**src/rtl/memory_arbiter.sv**
```systemverilog
// memory_arbiter
//   Memory-side arbiter between the CPU request unit and a unified single-port
//   RAM. Instruction fetches and data reads/writes are serialised onto the RAM
//   port. Each one is acknowledged with a one-cycle ihit/dhit pulse, together
//   with the fetched instruction or the loaded data word.
//
//   Handshake: a requester raises imemREN / dmemREN / dmemWEN and holds it
//   until the matching hit pulse. A request is only sampled in IDLE. Once an
//   access starts, its address, store data and direction are held in registers
//   and the request inputs are ignored until the access finishes. On the RAM
//   side, the enables stay asserted until ram_rdy=1, which completes the
//   access in that cycle.
//
//   Optional feature (macro ARB_TIMEOUT_EN): a per-access wait counter ends
//   the access after TIMEOUT cycles without ram_rdy. The arbiter then returns
//   32'hBAD1BAD1 as the load data and sets the sticky err flag.
//
// Ports
//   CLK, nRST              clock (rising edge), asynchronous active-low reset
//   imemREN, imemaddr      instruction read request and address
//   dmemREN, dmemWEN       data read / write request (write wins if both)
//   dmemaddr, dmemstore    data address and write data
//   ihit, dhit             one-cycle completion pulses
//   imemload, dmemload     load data, valid while the matching hit is 1
//   ram_ren, ram_wen       RAM read / write enables
//   ram_addr, ram_store    RAM address and write data
//   ram_load, ram_rdy      RAM read data and access-complete strobe
//   err                    sticky timeout flag (ARB_TIMEOUT_EN only)
//   dbg_state              current FSM state for observation
module memory_arbiter #(
  parameter int ADDR_W  = 32,
  parameter int DATA_W  = 32,
  parameter int TIMEOUT = 64
) (
  input  logic              CLK,
  input  logic              nRST,
  input  logic              imemREN,
  input  logic [ADDR_W-1:0] imemaddr,
  input  logic              dmemREN,
  input  logic              dmemWEN,
  input  logic [ADDR_W-1:0] dmemaddr,
  input  logic [DATA_W-1:0] dmemstore,
  output logic              ihit,
  output logic              dhit,
  output logic [DATA_W-1:0] imemload,
  output logic [DATA_W-1:0] dmemload,
  output logic              ram_ren,
  output logic              ram_wen,
  output logic [ADDR_W-1:0] ram_addr,
  output logic [DATA_W-1:0] ram_store,
  input  logic [DATA_W-1:0] ram_load,
  input  logic              ram_rdy,
`ifdef ARB_TIMEOUT_EN
  output logic              err,
`endif
  output logic [2:0]        dbg_state
);

  typedef enum logic [2:0] {
    IDLE = 3'd0,
    DACC = 3'd1,
    IACC = 3'd2,
    DHIT = 3'd3,
    IHIT = 3'd4
  } state_t;

  state_t state;

  assign dbg_state = state;

`ifdef ARB_TIMEOUT_EN
  localparam int CW = $clog2(TIMEOUT + 1);
  localparam logic [DATA_W-1:0] BAD_LOAD = DATA_W'(32'hBAD1BAD1);
  logic [CW-1:0] wait_cnt;
`endif

  // The RAM-side outputs are registered. During an access, ram_addr,
  // ram_store and ram_wen are the latched request itself. They are cleared
  // in every cycle that is not an access cycle.
  always_ff @(posedge CLK or negedge nRST) begin
    if (!nRST) begin
      state     <= IDLE;
      ihit      <= 1'b0;
      dhit      <= 1'b0;
      imemload  <= '0;
      dmemload  <= '0;
      ram_ren   <= 1'b0;
      ram_wen   <= 1'b0;
      ram_addr  <= '0;
      ram_store <= '0;
`ifdef ARB_TIMEOUT_EN
      wait_cnt  <= '0;
      err       <= 1'b0;
`endif
    end else begin
      // Hit outputs are single-cycle pulses unless they are set again below.
      ihit <= 1'b0;
      dhit <= 1'b0;

      case (state)
        IDLE: begin
          if (dmemREN || dmemWEN) begin
            // Data is served before instructions. If both read and write
            // are requested, the access is a write.
            state     <= DACC;
            ram_wen   <= dmemWEN;
            ram_ren   <= ~dmemWEN;
            ram_addr  <= dmemaddr;
            ram_store <= dmemstore;
`ifdef ARB_TIMEOUT_EN
            wait_cnt  <= '0;
`endif
          end else if (imemREN) begin
            state     <= IACC;
            ram_ren   <= 1'b1;
            ram_wen   <= 1'b0;
            ram_addr  <= imemaddr;
            ram_store <= '0;
`ifdef ARB_TIMEOUT_EN
            wait_cnt  <= '0;
`endif
          end
        end

        DACC: begin
          if (ram_rdy) begin
            // On a write, dmemload keeps the last read value.
            if (!ram_wen) begin
              dmemload <= ram_load;
            end
            state     <= DHIT;
            dhit      <= 1'b1;
            ram_ren   <= 1'b0;
            ram_wen   <= 1'b0;
            ram_addr  <= '0;
            ram_store <= '0;
          end
`ifdef ARB_TIMEOUT_EN
          else if (wait_cnt == CW'(TIMEOUT - 1)) begin
            dmemload  <= BAD_LOAD;
            err       <= 1'b1;
            state     <= DHIT;
            dhit      <= 1'b1;
            ram_ren   <= 1'b0;
            ram_wen   <= 1'b0;
            ram_addr  <= '0;
            ram_store <= '0;
          end else begin
            wait_cnt <= wait_cnt + 1'b1;
          end
`endif
        end

        IACC: begin
          if (ram_rdy) begin
            imemload  <= ram_load;
            state     <= IHIT;
            ihit      <= 1'b1;
            ram_ren   <= 1'b0;
            ram_wen   <= 1'b0;
            ram_addr  <= '0;
            ram_store <= '0;
          end
`ifdef ARB_TIMEOUT_EN
          else if (wait_cnt == CW'(TIMEOUT - 1)) begin
            imemload  <= BAD_LOAD;
            err       <= 1'b1;
            state     <= IHIT;
            ihit      <= 1'b1;
            ram_ren   <= 1'b0;
            ram_wen   <= 1'b0;
            ram_addr  <= '0;
            ram_store <= '0;
          end else begin
            wait_cnt <= wait_cnt + 1'b1;
          end
`endif
        end

        // A request still held during the hit cycle is ignored here. It is
        // sampled again only after the return to IDLE.
        DHIT:    state <= IDLE;
        IHIT:    state <= IDLE;
        default: state <= IDLE;
      endcase
    end
  end

endmodule
```
**config.mk**
```make
export PLATFORM = sky130hd
export DESIGN_NAME = memory_arbiter
export DESIGN_NICKNAME = d
export VERILOG_FILES = /design/src/rtl/memory_arbiter.sv
export SDC_FILE = /design/constraint.sdc
export NUM_CORES = 1
export LEC_CHECK = 0
export CAP_MARGIN = 15
export CORE_MARGIN = 2
export CORE_UTILIZATION = 40
export DETAILED_ROUTE_END_ITERATION = 7
export GPL_TIMING_DRIVEN = 0
export PLACE_DENSITY = 0.79
export SLEW_MARGIN = 20
export SYNTH_ARGS = -nofsm -noshare
export SYNTH_HDL_FRONTEND = slang
export SYNTH_SLANG_ARGS = --single-unit
```
**constraint.sdc**
```tcl
create_clock -name CLK -period 2 [get_ports CLK]
set_input_delay 0.4 -clock CLK [delete_from_list [all_inputs] [get_ports CLK]]
set_output_delay 0.4 -clock CLK [all_outputs]
set_load 0.01 [all_outputs]
```
# Word-level counts from Yosys, hierarchy flattened

Cells that the tools add are included.

Bits of input ports: 134
Logic and storage cells: 47
Register bits after elaboration: 135
Output and inout bits: 135

Bitwise operators: 2
Equal/unequal tests: 6
Reductions and logical operators: 8
Muxes and demuxes: 22

Operators by type and width:

| cell                                                  | count |
|---|---|
| two-way mux 32 bit                                    | 5 |
| case mux 32 bit (2 select lines)                      | 2 |
| two-way mux 3 bit                                     | 4 |
| case mux 3 bit (3 select lines)                       | 1 |
| AND reduction 3 bit                                   | 3 |
| two-way mux 1 bit                                     | 8 |
| inequality test 2 bit, second input constant          | 2 |
| case mux 1 bit (2 select lines)                       | 2 |
| == test 3 x 1 -> 1 bit, second input constant         | 1 |
| == test 3 x 2 -> 1 bit, second input constant         | 1 |
| zero test 3 bit                                       | 1 |
| inequality test 3 bit, second input constant          | 1 |
| inequality test 2 x 1 -> 1 bit, second input constant | 1 |
| inverter 1 bit                                        | 2 |
| AND reduction 2 bit                                   | 1 |
| nonzero test 2 bit                                    | 1 |
| OR reduction 2 bit                                    | 1 |
| logical OR 1 bit                                      | 1 |

# Longest topological paths before layout

Depth in word-level cells: 4
Gate-level depth with buffers: 8
Depth with buffers taken out: 4

# Worst setup path before layout

OpenSTA, ideal clock, no wires.

Kind: reg2reg
Start point: register state[0] (netlist: dbg_state[0])
End point: register ram_addr[10]
Arrival time: 1.681 ns
Required time: 1.868 ns
Slack: 0.187 ns
Buffers on the path: 4
Clock period less this slack: 1.813 ns
Cell stages (with the launch flop): 8
Setup time: 0.132 ns
Cell sequence: dfrtp_1 > buf_4 > maj3_2 > or3_1 > clkbuf_1 > buf_6 > buf_2 > o2bb2ai_1

Word-level cells in the longest chain between the ends: 4
Elaborated cells between the ends (all ways): 9
Those cells by class: 4 x eq/ne; 1 x mux; 4 x reduce/logical

Ends and longest elaborated chain:

| what                                                                                         | line | RTL |
|---|---|---|
| from (decl)                                                                                  | 67   | `state_t state;` |
| from (signal assigned)                                                                       | 82   | `state <= IDLE;` |
| from (signal assigned)                                                                       | 105  | `state <= DACC;` |
| from (signal assigned)                                                                       | 114  | `state <= IACC;` |
| == test 3 x 2 -> 1 bit / == test 3 x 1 -> 1 bit (equally long branches)                      | 100  | `case (state)` |
| OR reduction 2 bit (no source line)                                                          | -    |  |
| inequality test 2 x 1 -> 1 bit (no source line) / nonzero test 2 bit (equally long branches) | -    |  |
| AND reduction 3 bit (no source line)                                                         | -    |  |
| to (signal assigned)                                                                         | 108  | `ram_addr <= dmemaddr;` |
| to (signal assigned)                                                                         | 117  | `ram_addr <= imemaddr;` |
| to (decl)                                                                                    | 49   | `output logic [ADDR_W-1:0] ram_addr,` |

Parallel ways exist; a longest one is shown, timed or not.
A chain may end at the register's enable or synchronous reset.

# Worst setup path after layout

Start point: register state[2] (netlist: dbg_state[2])
End point: register dmemload[10]

Word-level cells in the longest chain between the ends: 2

Ends and longest elaborated chain:

| what                                 | line | RTL |
|---|---|---|
| == test 3 x 1 -> 1 bit               | 100  |  |
| AND reduction 3 bit (no source line) | -    |  |
| to (signal assigned)                 | 129  | `dmemload <= ram_load;` |
| to (decl)                            | 46   | `output logic [DATA_W-1:0] dmemload,` |

Every way passes these cells.

==> summary.txt <==
Startpoint of the tightest hold check path - dmemload[19]
Final hold vios - 0
Largest clock skew in the final design - 0.00524 ns
Starting DRC count in detailed routing - 158
Post-layout net count - 834
Count of buffers inserted at the top-level ports - 268
Non-filler cells in the finished layout - 893
Final setup margin - 0.0418 ns
Crit end category - flop
Sort of element at the start of the critical path - flop
Placer congestion estimate - 0.753
Ant diodes - 0
HPWL after detailed placement - 11600 µm
Total DRC errors in the routed layout - 0
Area added between synthesis and finish - 64.7%
Cts bufs inserted - 17
Minimum clock period after layout - 1.96 ns
Core utilization of the finished layout - 66.8%
Share of the clock period used by the worst path after layout - 97.9%
Power Internal - 9.56 mW
Share of synthesized area spent on multiplexers - 24.5%
Die width - 122 µm
Gate power share - 45.5%
DR vias - 4327
Vias in the first global route - 4661
Post-synthesis cell count - 410
Flip-flop and latch count after synthesis - 135
Overall routed net length - 15300 µm
Count of placed standard cells including taps - 859
Placeable core area - 13700 µm²
Deepest level of the CTS H-tree - 4
Avg Inst Size Synth - 13.6 µm²
Clock power frac - 22.1%
Slew Viols, Final - 0
Synthesized net count - 544
Number of fillers in the final layout - 1036
IR drop worst, VDD - 810 µV
Critical path class - reg2reg
Max-Slew Margin vs Limit - 52.7%
Sequential share of the synthesized area - 60.7%
Worst slack at placement - -0.544 ns
Least-Margin Pin Slew - 0.710 ns
Fraction of layout instances using a drive strength above 1 - 17.1%
Type of the worst min-delay path - reg2reg
Simple-gate area share of the yosys netlist - 3.64%
Launching element of the worst setup path - dbg_state[2]
Clock insertion delay at the later pin of the skew report - 0.42 ns
Leakage - 4.08 nW
Critical path required time - 2.29 ns
Maxcap violations - 0
Xor and xnor fraction of the mapped netlist area - 0.157%
Upper clock frequency limit - 0.511 GHz
Hold slack - 0.486 ns
Die Span Y - 122 µm
Status - finished clean
Yosys synthesis warning count - 0
Number of rows in the core area - 43
Sw power - 4.54 mW
Switching power share of the total - 32.2%
Number of iterations in the first detailed-routing pass - 4
Setup Viol. Count Final - 0
Crit Path Max Fanout - 10
# IOs - 269
# clock sinks - 135
First-pass GRT wire length - 23800 µm
Cell variety after synth - 26
Maximum number of pins on one net before global-route repair - 77
Combined global-route utilization of all metal layers - 21.0%
Die area - 14900 µm²
Routed WL per cell - 17.1 µm
Residual overflow from global routing - 0
Fraction of the mapped netlist area in compound gates - 5.80%
Via count normalized by instance count - 4.85
CTS clock-pin slew for the worst setup and hold paths - 0.06 ns
Power share of the sequential group - 32.4%
Launch instance of the worst register-to-register path - dbg_state[2]
Initial cell density of the core - 40.5%
Combinational family with the most area after synthesis - multiplexers
Number of buffers between clock root and the deepest sink - 2
Setup repair after global routing missed its margin - true
TritonCTS clock tree - done
PwrDens - 1540 nW/µm²
CTS Root Cell - sky130_fd_sc_hd__clkbuf_16
Critical path data arrival time - 2.25 ns
Mapped cell area - 5560 µm²
Remaining antenna violation count after routing - 0
Post-Synth Adder-Cell Area - 0.202%
Antenna violations before repair - 0
cell usage after synthesis:
cell type | instances | share of area [%]
sky130_fd_sc_hd__dfrtp_1 | 135 | 61
sky130_fd_sc_hd__mux2i_1 | 64 | 12
sky130_fd_sc_hd__mux2_2 | 59 | 12
sky130_fd_sc_hd__inv_1 | 34 | 2.3
sky130_fd_sc_hd__nand2_1 | 34 | 2.3
sky130_fd_sc_hd__o2bb2ai_1 | 33 | 5.2
sky130_fd_sc_hd__buf_2 | 11 | 0.99
sky130_fd_sc_hd__clkbuf_1 | 10 | 0.67
sky130_fd_sc_hd__mux2_1 | 5 | 1.0
sky130_fd_sc_hd__buf_4 | 4 | 0.54
sky130_fd_sc_hd__a211oi_1 | 2 | 0.27
sky130_fd_sc_hd__buf_6 | 2 | 0.40
sky130_fd_sc_hd__nor2_1 | 2 | 0.14
sky130_fd_sc_hd__nor3_1 | 2 | 0.18
sky130_fd_sc_hd__nor4b_1 | 2 | 0.32
sky130_fd_sc_hd__a21oi_1 | 1 | 0.090
sky130_fd_sc_hd__a22o_1 | 1 | 0.16
sky130_fd_sc_hd__buf_1 | 1 | 0.067
sky130_fd_sc_hd__maj3_2 | 1 | 0.20
sky130_fd_sc_hd__nor2b_1 | 1 | 0.11
sky130_fd_sc_hd__nor4_1 | 1 | 0.11
sky130_fd_sc_hd__nor4b_2 | 1 | 0.27
sky130_fd_sc_hd__o21ai_1 | 1 | 0.090
sky130_fd_sc_hd__or2_1 | 1 | 0.11
sky130_fd_sc_hd__or3_1 | 1 | 0.11
sky130_fd_sc_hd__xor2_1 | 1 | 0.16
through the flow:
step	power [mW]	TNS, ns	cell area [µm²]
after floorplan	7.51	0	5560
after global placement	10.7	-663.45	8470
after detailed placement	11.0	-57.08	8500
after CTS	14.2	0	9140
after global routing	14.9	-0.205	9160
final	14.1	0	9160
metal layers:
metal	vias up	wire (µm)	share of wire, %	GRT usage (%)
li1	1986	-	-	-
met1	2137	5640	37	22.7
met2	177	7880	52	36.9
met3	27	1470	9.6	8.90
met4	0	294	1.9	7.26
met5	-	0	0	0
cell type report:
| class | instances | area, µm² | share of cell area [%] |
|---|---|---|---|
| clock buffers | 21 | 480 | 5.25 |
| flip-flops and latches | 135 | 3380 | 36.9 |
| repair buffers | 272 | 2740 | 29.9 |
| multi-input cells | 213 | 1930 | 21.1 |
| plain buffers | 27 | 156 | 1.71 |
| well taps | 180 | 225 | 2.46 |
| inverters | 34 | 128 | 1.39 |
| clock inverters | 11 | 121 | 1.32 |
repair_timing:
item / CTS / global route
resized for setup: 6 / 9
setup buffers: 0 / 2
endpoints found under the hold margin: 59 / 0
endpoints found under the setup margin: 90 / 64
hold buffers: 1 / 0
flip-flops by register name (all words and copies together), names as in the netlist:
name	flops
ram_ren	1
dbg_state	3
ram_wen	1
ram_addr	32
ihit	1
dhit	1
imemload	32
ram_store	32
dmemload	32
power by group through the flow:
stage	Combinational, mW	Sequential, mW	Clock [mW]
after floorplan	2.41	5.10	0
after global placement	6.21	4.53	0
after detailed placement	6.37	4.61	0
after CTS	6.45	4.58	3.16
after global routing	6.86	4.71	3.34
final	6.41	4.57	3.11
logic make-up (layout without fill, tap and decap cells):
logic type | count (synthesis) | in the layout
xor+xnor | 1 | 1
compound gates | 38 | 38
fa+ha+maj | 1 | 1
mux | 128 | 128
simple gates | 45 | 45
buf+inv | 62 | 365
flops | 135 | 135
worst max-delay path, cell delays in order, from the launching register on:
cell and delay, ns:
sky130_fd_sc_hd__dfrtp_1 0.37, sky130_fd_sc_hd__clkbuf_1 0.22, sky130_fd_sc_hd__nor4b_2 0.32, sky130_fd_sc_hd__nor2b_1 0.18, sky130_fd_sc_hd__buf_2 0.18, sky130_fd_sc_hd__buf_4 0.22, sky130_fd_sc_hd__mux2_1 0.35
path summary, 6_finish.rpt:
| check | cells after the start | end | slack (ns) |
|---|---|---|---|
| worst max register to register | 6 | dmemload[10] | 0.04 |
| worst max-delay path | 6 | dmemload[10] | 0.04 |
| max in group asynchronous | 3 | ram_addr[0] | 0.78 |
| worst min register to register | 1 | dmemload[19] | 0.49 |
| min in group asynchronous | 2 | imemload[26] | 0.50 |
| worst min-delay path | 1 | dmemload[19] | 0.49 |
cell usage in the layout (no fill, tap or decap), drive strengths merged, types with 2 or more instances in the layout:
cell and n:
clkdlybuf4s50 267, dfrtp 135, mux2i 64, mux2 64
inv 35, nand2 34, o2bb2ai 33, clkbuf 30
buf 22, clkinvlp 5, clkinv 3, nor4b 3
nor3 2, nor2 2, a211oi 2, bufinv 2
No activity file was read; power rests on OpenSTA's default activity.
